<file path="config.mk">
export PLATFORM = sky130hd
export DESIGN_NAME = approx_add_pipe
export DESIGN_NICKNAME = d
export VERILOG_FILES = /design/src/rtl/approx_add_pipe.sv
export SDC_FILE = /design/constraint.sdc
export NUM_CORES = 1
export LEC_CHECK = 0
export CORE_MARGIN = 4
export CORE_UTILIZATION = 35
export DETAILED_ROUTE_END_ITERATION = 6
export GPL_ROUTABILITY_DRIVEN = 0
export SYNTH_ARGS = -nofsm -noshare
export SYNTH_HDL_FRONTEND = slang
export SYNTH_SLANG_ARGS = --single-unit
</file>
<file path="constraint.sdc">
create_clock -name clk -period 4.5 [get_ports clk]
set_input_delay 1.125 -clock clk [delete_from_list [all_inputs] [get_ports clk]]
set_output_delay 1.125 -clock clk [all_outputs]
set_load 0.03 [all_outputs]
</file>
<file path="src/rtl/approx_add_pipe.sv">
// Purpose: pipelined unsigned approximate adder with runtime-selectable low-part mode and an exact-sum error monitor.
// Latency: 2 cycles from the accepting edge to out_valid; one result per cycle when not stalled.
// Backpressure: both stages hold while out_valid & ~out_ready; in_ready = ~out_valid | out_ready.
module approx_add_pipe #(
    parameter int WIDTH       = 8,
    parameter int APPROX_BITS = 4,
    parameter int ERR_CNT_W   = 24
) (
    input  logic                 clk,
    input  logic                 rst,
    input  logic                 in_valid,
    output logic                 in_ready,
    input  logic [WIDTH-1:0]     in_a,
    input  logic [WIDTH-1:0]     in_b,
    input  logic [1:0]           in_mode,
    output logic                 out_valid,
    input  logic                 out_ready,
    output logic [WIDTH:0]       out_sum,
    output logic [WIDTH:0]       out_err,
    input  logic                 stat_clear,
    output logic [ERR_CNT_W-1:0] stat_count,
    output logic [ERR_CNT_W-1:0] stat_err_sum,
    output logic [WIDTH:0]       stat_err_max
);

    // All arithmetic is done at sum width (WIDTH+1) so that K=0 and K=WIDTH
    // need no zero-width slices: the split between the approximated low part
    // and the exact upper part is expressed purely with masks.
    localparam int SW = WIDTH + 1;
    localparam logic [SW-1:0] ONES_SW   = '1;
    localparam logic [SW-1:0] ONE_SW    = {{WIDTH{1'b0}}, 1'b1};
    // Low K bits set (all zero when K=0).
    localparam logic [SW-1:0] LO_MASK   = ONES_SW >> (SW - APPROX_BITS);
    // Only bit K-1 set (zero when K=0, so the speculative carry is 0 there).
    localparam logic [SW-1:0] TOP_MASK  = LO_MASK ^ (LO_MASK >> 1);
    // Weight of the carry into the upper part (bit K).
    localparam logic [SW-1:0] CARRY_ONE = ONE_SW << APPROX_BITS;
    localparam logic [ERR_CNT_W-1:0] ONE_CNT = {{(ERR_CNT_W-1){1'b0}}, 1'b1};

    typedef enum logic [1:0] {
        MODE_EXACT = 2'd0,
        MODE_OR    = 2'd1,
        MODE_TRUNC = 2'd2,
        MODE_SPEC  = 2'd3
    } mode_t;

    // Stage-1 payload: operands for the exact reference, the mode, and the
    // partial results from which stage 2 picks the approximate sum.
    typedef struct packed {
        logic [WIDTH-1:0] a;
        logic [WIDTH-1:0] b;
        mode_t            mode;
        logic [SW-1:0]    lo_add;  // L_a + L_b including its carry-out at bit K
        logic [SW-1:0]    lo_or;   // L_a | L_b
        logic [SW-1:0]    upper;   // U_a + U_b, kept at bit position K and up
        logic             c_spec;  // a[K-1] & b[K-1]
    } s1_t;

    s1_t             s1_d;
    s1_t             s1_q;
    logic            s1_vld;
    logic            adv;
    logic            out_hs;

    logic [SW-1:0]   a_ext;
    logic [SW-1:0]   b_ext;
    logic [SW-1:0]   low_sel;
    logic            c_sel;
    logic [SW-1:0]   approx;
    logic [SW-1:0]   exact;
    logic [SW-1:0]   err;

    logic [ERR_CNT_W-1:0] err_ext;
    logic [ERR_CNT_W:0]   err_sum_wide;
    logic                 count_full;

    assign adv      = ~out_valid | out_ready;
    assign in_ready = adv;
    assign out_hs   = out_valid & out_ready;

    // Stage-1 next value: split operands into low/upper parts and form the partial sums.
    always_comb begin
        s1_d        = '0;
        a_ext       = {1'b0, in_a};
        b_ext       = {1'b0, in_b};
        s1_d.a      = in_a;
        s1_d.b      = in_b;
        s1_d.mode   = mode_t'(in_mode);
        s1_d.lo_add = (a_ext & LO_MASK) + (b_ext & LO_MASK);
        s1_d.lo_or  = (a_ext | b_ext) & LO_MASK;
        s1_d.upper  = (a_ext & ~LO_MASK) + (b_ext & ~LO_MASK);
        s1_d.c_spec = |(a_ext & b_ext & TOP_MASK);
    end

    // Stage-1 register: bubbles advance with adv, payload only captured on a real transaction.
    always_ff @(posedge clk or posedge rst) begin
        if (rst) begin
            s1_vld <= 1'b0;
            s1_q   <= '0;
        end else if (adv) begin
            s1_vld <= in_valid;
            if (in_valid) begin
                s1_q <= s1_d;
            end
        end
    end

    // Stage-2 datapath: choose low part and carry by the captured mode, then compare with the exact sum.
    always_comb begin
        low_sel = '0;
        c_sel   = 1'b0;
        case (s1_q.mode)
            MODE_EXACT: begin
                low_sel = s1_q.lo_add & LO_MASK;
                c_sel   = |(s1_q.lo_add & CARRY_ONE);
            end
            MODE_OR: begin
                low_sel = s1_q.lo_or;
                c_sel   = s1_q.c_spec;
            end
            MODE_TRUNC: begin
                low_sel = '0;
                c_sel   = 1'b0;
            end
            MODE_SPEC: begin
                low_sel = s1_q.lo_add & LO_MASK;
                c_sel   = s1_q.c_spec;
            end
        endcase
        approx = s1_q.upper + low_sel + (c_sel ? CARRY_ONE : '0);
        exact  = {1'b0, s1_q.a} + {1'b0, s1_q.b};
        err    = (exact >= approx) ? (exact - approx) : (approx - exact);
    end

    // Stage-2 register: result is only replaced when a new one moves up, so it is stable under stall.
    always_ff @(posedge clk or posedge rst) begin
        if (rst) begin
            out_valid <= 1'b0;
            out_sum   <= '0;
            out_err   <= '0;
        end else if (adv) begin
            out_valid <= s1_vld;
            if (s1_vld) begin
                out_sum <= approx;
                out_err <= err;
            end
        end
    end

    // Saturating accumulate helpers for the statistics.
    always_comb begin
        err_ext      = {{(ERR_CNT_W-SW){1'b0}}, out_err};
        err_sum_wide = {1'b0, stat_err_sum} + {1'b0, err_ext};
        count_full   = (stat_count == '1);
    end

    // Statistics: update on output handshake; a clear that coincides with a handshake keeps that result.
    always_ff @(posedge clk or posedge rst) begin
        if (rst) begin
            stat_count   <= '0;
            stat_err_sum <= '0;
            stat_err_max <= '0;
        end else if (stat_clear) begin
            stat_count   <= out_hs ? ONE_CNT : '0;
            stat_err_sum <= out_hs ? err_ext : '0;
            stat_err_max <= out_hs ? out_err : '0;
        end else if (out_hs) begin
            if (!count_full) begin
                stat_count <= stat_count + ONE_CNT;
            end
            stat_err_sum <= err_sum_wide[ERR_CNT_W] ? '1 : err_sum_wide[ERR_CNT_W-1:0];
            if (out_err > stat_err_max) begin
                stat_err_max <= out_err;
            end
        end
    end

endmodule

</file>
# --- After elaboration in Yosys (flattened, before gate mapping) ---
# Index checks and enable logic that the tools add are counted.
word_totals:
  output_inout_bits: 77
  elab_cells: 60
  ff_bits: 114
classes:
  addsub: 9
  reduce_logical: 9
  n_lt_le_gt_ge: 2
  n_eq_ne: 5
  bitwise_logic: 5
  mux: 16
op_table:
  columns: ["op", "count"]
  rows:
  - ["$mux 24", 6]
  - ["$mux 9", 6]
  - ["$pmux 9 s3", 1]
  - ["$add 24x9->25", 1]
  - ["$add 24x1->24 const B", 1]
  - ["$eq 24x24->1 const B", 1]
  - ["$add 8x8->9", 2]
  - ["$sub 9x9->9", 2]
  - ["$add 9x5->9", 1]
  - ["$add 9x9->9", 1]
  - ["$ge 9x9->1", 1]
  - ["$gt 9x9->1", 1]
  - ["$reduce_and 2->1", 4]
  - ["$add 4x4->5", 1]
  - ["$mux 5", 1]
  - ["$and 4x4->4", 1]
  - ["$eq 2x2->1 const B", 2]
  - ["$or 4x4->4", 1]
  - ["$reduce_bool 2->1", 2]
  - ["$reduce_or 2->1", 2]
  - ["$pmux 1 s3", 1]
  - ["$eq 2x1->1 const B", 1]
  - ["$logic_not 2->1", 1]
  - ["$ne 2x2->1 const B", 1]
  - ["other kinds (4)", 4]

# --- Logic depth before layout (Yosys ltp) ---
depth:
  depth_word: 7
  mapped_depth: 15

# --- Worst setup path before layout ---
# OpenSTA, ideal clock, no wires.
synth_path:
  kind: "reg-to-reg"
  from: "register s1_q[31] in the netlist's numbering"
  to: "register out_err[7]"
  t_arrival_ps: 3452
  period_less_slack_ps: 3521
  path_stages_with_launch: 16
  path_slack_ps: 979
  path_cell_list: "dfrtp_1 -> ha_1 -> a21o_1 -> a21oi_1 -> nor2b_1 -> o21a_1 -> o41a_1 -> xor2_1 -> ha_1 -> clkbuf_1 -> a21oi_1 -> nand2_1 -> o21ai_1 -> nand3_1 -> or4_1 -> nand3_1"
synth_via:
  elab_chain_len: 3
  word_cells_on_any_way: 5
synth_lines:
  columns: ["item", "line", "text"]
  rows:
  - ["start, declared", "60", "s1_t s1_q;"]
  - ["start signal, assigned", "99", "s1_q <= '0;"]
  - ["start signal, assigned", "103", "s1_q <= s1_d;"]
  - ["$add 8x8->9 *", "131", "exact = {1'b0, s1_q.a} + {1'b0, s1_q.b};"]
  - ["$sub 9x9->9 / $ge 9x9->1 (equally long branches)", "132", "err = (exact >= approx) ? (exact - approx) : (approx - exact);"]
  - ["$mux 9 *", "132", null]
  - ["end signal, assigned", "145", "out_err <= err;"]
  - ["end, declared", "19", "output logic [WIDTH:0] out_err,"]
# Mark *: on every way between the ends. The rest lies on a longest branch, timed or not.
# A chain may end at the register's enable or synchronous reset.

# --- Final worst setup path ---
# Same ends and word-level chain as after synthesis.

==> results.tsv <==
metric	value	unit
worst_pin_slew	0.8574	ns
finalHoldViolCount	0	
cap_viol_max_count	0	
finalCritPeriodShare	84.39	%
final_layout_size_suffix_gt1_share	7.028	%
critical_path_class	flip-flop to flip-flop	
crit_required	4.80	ns
start_util	35.56	%
grt_pass1_wl	28350	microns
vias_per_cell	5.146	
die_h	151.1	microns
grt_pass1_vias	5613	
die-area	0.02284	sq mm
start_kind	flip-flop	
dr_total_vias	5856	
post-cts-setup-buffers	0	
run_status	finished, final reports clean	
mappedNetlistNets	866	
clk_pin_slew	0.08	ns
hold_buffers	0	
arrival	4.10	ns
ctsHtreeMaxLevel	3	
syn_inst	775	
cts_inserted_buffers	9	
drcViolationCount	0	
vdd_ir_drop_max	229.5	uV
first_pass_iters	4	
slew_headroom	42.65	%
cp_max_fo	8	
hp-class	flip-flop to flip-flop	
synth.yosys.seq_area_share	38.38	%
cts_resized	0	
postSynthAreaPerCell	9.254	sq um
fin_setup_tns	0	ns
syn_to_final_growth	21.63	%
synth_ff_type	dfrtp_1	
max_freq	263.3	MHz
ios	100	
p_leak	3.798	nW
end_kind	flip-flop	
overflow	0	
antenna_found_initial	0	
rsz0062_at_grt	false	
grt_max_degree	57	
synth_area	0.007172	sq mm
final_max_slew_viol_count	0	
setup_violations	0	
buffer_ports.inserted	99	
clock_skew	0.009639	ns
post-route-min-period	3.798	ns
fin_nets	954	
synth_edf_count	0	
synth_cell_type_count	77	
post-dp-hpwl	12930	microns
die_w	151.1	microns
final_antenna_net_count	0	
cts_sinks	110	
wire_per_inst	14.88	microns
core_area	0.02017	sq mm
async_reset_ff_share	100.0	%
clock_path_buffers	2	
dr.first_iter.drc_count	253	
rows	52	
synth_seq_cells	110	
cts_root_buf	clkbuf_16	
wl	16940	microns
track_usage	15.27	%
reg2reg_slack	0.70	ns
nFillCells	2007	
yosysWarnings	0	
diodes	0	
p_per_area	529.4	mW/mm^2
fin_util	43.25	%
clock_latency	0.36	ns
cts_tree	done	
[worst paths after layout]
kind,endpoint,cells after the start,startpoint
worst max-delay path,out_err[7]$_DFFE_PP0P_,14,s1_q[31]$_DFFE_PP0P_
worst min-delay path,out_sum[1]$_DFFE_PP0P_,2,out_sum[1]$_DFFE_PP0P_
worst max register to register,out_err[7]$_DFFE_PP0P_,14,s1_q[31]$_DFFE_PP0P_
worst min register to register,out_sum[1]$_DFFE_PP0P_,2,out_sum[1]$_DFFE_PP0P_
max in group asynchronous,stat_err_sum[6]$_DFFE_PP0P_,3,rst
min in group asynchronous,stat_count[23]$_DFFE_PP0P_,2,rst
[Yosys cell counts, drive strengths merged (8+ instances only)]
cell	instances	area (sq um)
a211oi	9	85.08
a21o	14	106.4
a21oi	37	192.7
a22o	9	78.83
and3	13	87.59
clkbuf	23	86.33
dfrtp	110	2753
ha	62	775.7
inv	57	214.0
mux2	13	146.4
nand2	79	296.5
nand3	23	127.6
nand4	19	118.9
nor2	46	172.7
nor2b	8	50.05
nor3	31	155.2
o21a	12	90.09
o21ai	69	356.6
xnor2	20	175.2
xor2	17	148.9
[per-layer routing]
metal / wire length, microns / track usage, % / vias to the layer above
li1: - / - / 2954
met1: 7948 / 20.51 / 2775
met2: 8092 / 25.65 / 113
met3: 698 / 2.723 / 14
met4: 200 / 3.626 / 0
met5: 0 / 0 / -
[placed cells by master, fill, tap and decap left out, drive strengths merged, types with 12 or more instances in the layout]
cell             n
a21o            14
a21oi           37
and3            13
clkdlybuf4s50   99
dfrtp          110
ha              62
inv             61
mux2            13
nand2           79
nand3           23
nand4           19
nor2            46
nor3            31
o21a            12
o21ai           69
xnor2           20
xor2            17
[power by group]
group          leakage (nW)  internal (mW)  switching (mW)
Sequential             1.42           1.17           0.209
Combinational          2.24           1.03            1.41
Clock                 0.138          0.391           0.404
[logic make-up after synthesis]
| group | after synthesis | share of synthesized area [%] |
|---|---|---|
| AOI/OAI and AO/OA | 197 | 18.63 |
| xor gates and xnor gates | 37 | 4.518 |
| adders and majority gates | 68 | 12.49 |
| buffers and inverters | 88 | 5.094 |
| DFF | 110 | 38.38 |
| muxes | 14 | 2.181 |
| and+or+nand+nor | 261 | 18.70 |
[through the flow]
step / cell area, sq um / setup slack (ns) / cells / hold WS (ns) / power [mW]
after floorplan: 7172 / 0.4727 / 775 / 0.4419 / 3.124
after global placement: 8432 / 0.8107 / 1122 / 0.4609 / 3.822
after detailed placement: 8432 / 0.7239 / 1122 / 0.4695 / 3.845
after CTS: 8723 / 0.7146 / 1138 / 0.4867 / 4.670
after global routing: 8723 / 0.3890 / 1138 / 0.5163 / 5.024
final: 8723 / 0.7023 / 1138 / 0.4820 / 4.618
[final cells by class]
cell class	instances	area, sq um	area share (%)
Timing Repair Buffer	108	1071	12.28
Sequential cell	110	2753	31.55
Tap cell	270	337.8	3.873
Clock inverter	7	66.31	0.7602
Inverter	57	216.5	2.481
Clock buffer	9	225.2	2.582
Multi-Input combinational cell	577	4054	46.47
[state kept, by name, indices dropped and copies added (netlist names)]
signal        cells
out_valid         1
s1_vld            1
stat_count       24
stat_err_sum     24
out_err           9
s1_q             33
stat_err_max      9
out_sum           9
[critical path: stages (launching register included)]
cell and delay, ns:
dfrtp_1 0.42, ha_1 0.30, a21o_1 0.18, a21oi_1 0.22, nor2b_1 0.07, o21a_1 0.18, o41a_1 0.35, xor2_1 0.16
ha_1 0.39, a21oi_1 0.23, nand2_1 0.09, o21ai_1 0.24, nand3_1 0.27, or4_1 0.56, nand3_1 0.09
(Power assumes the default switching activity.)
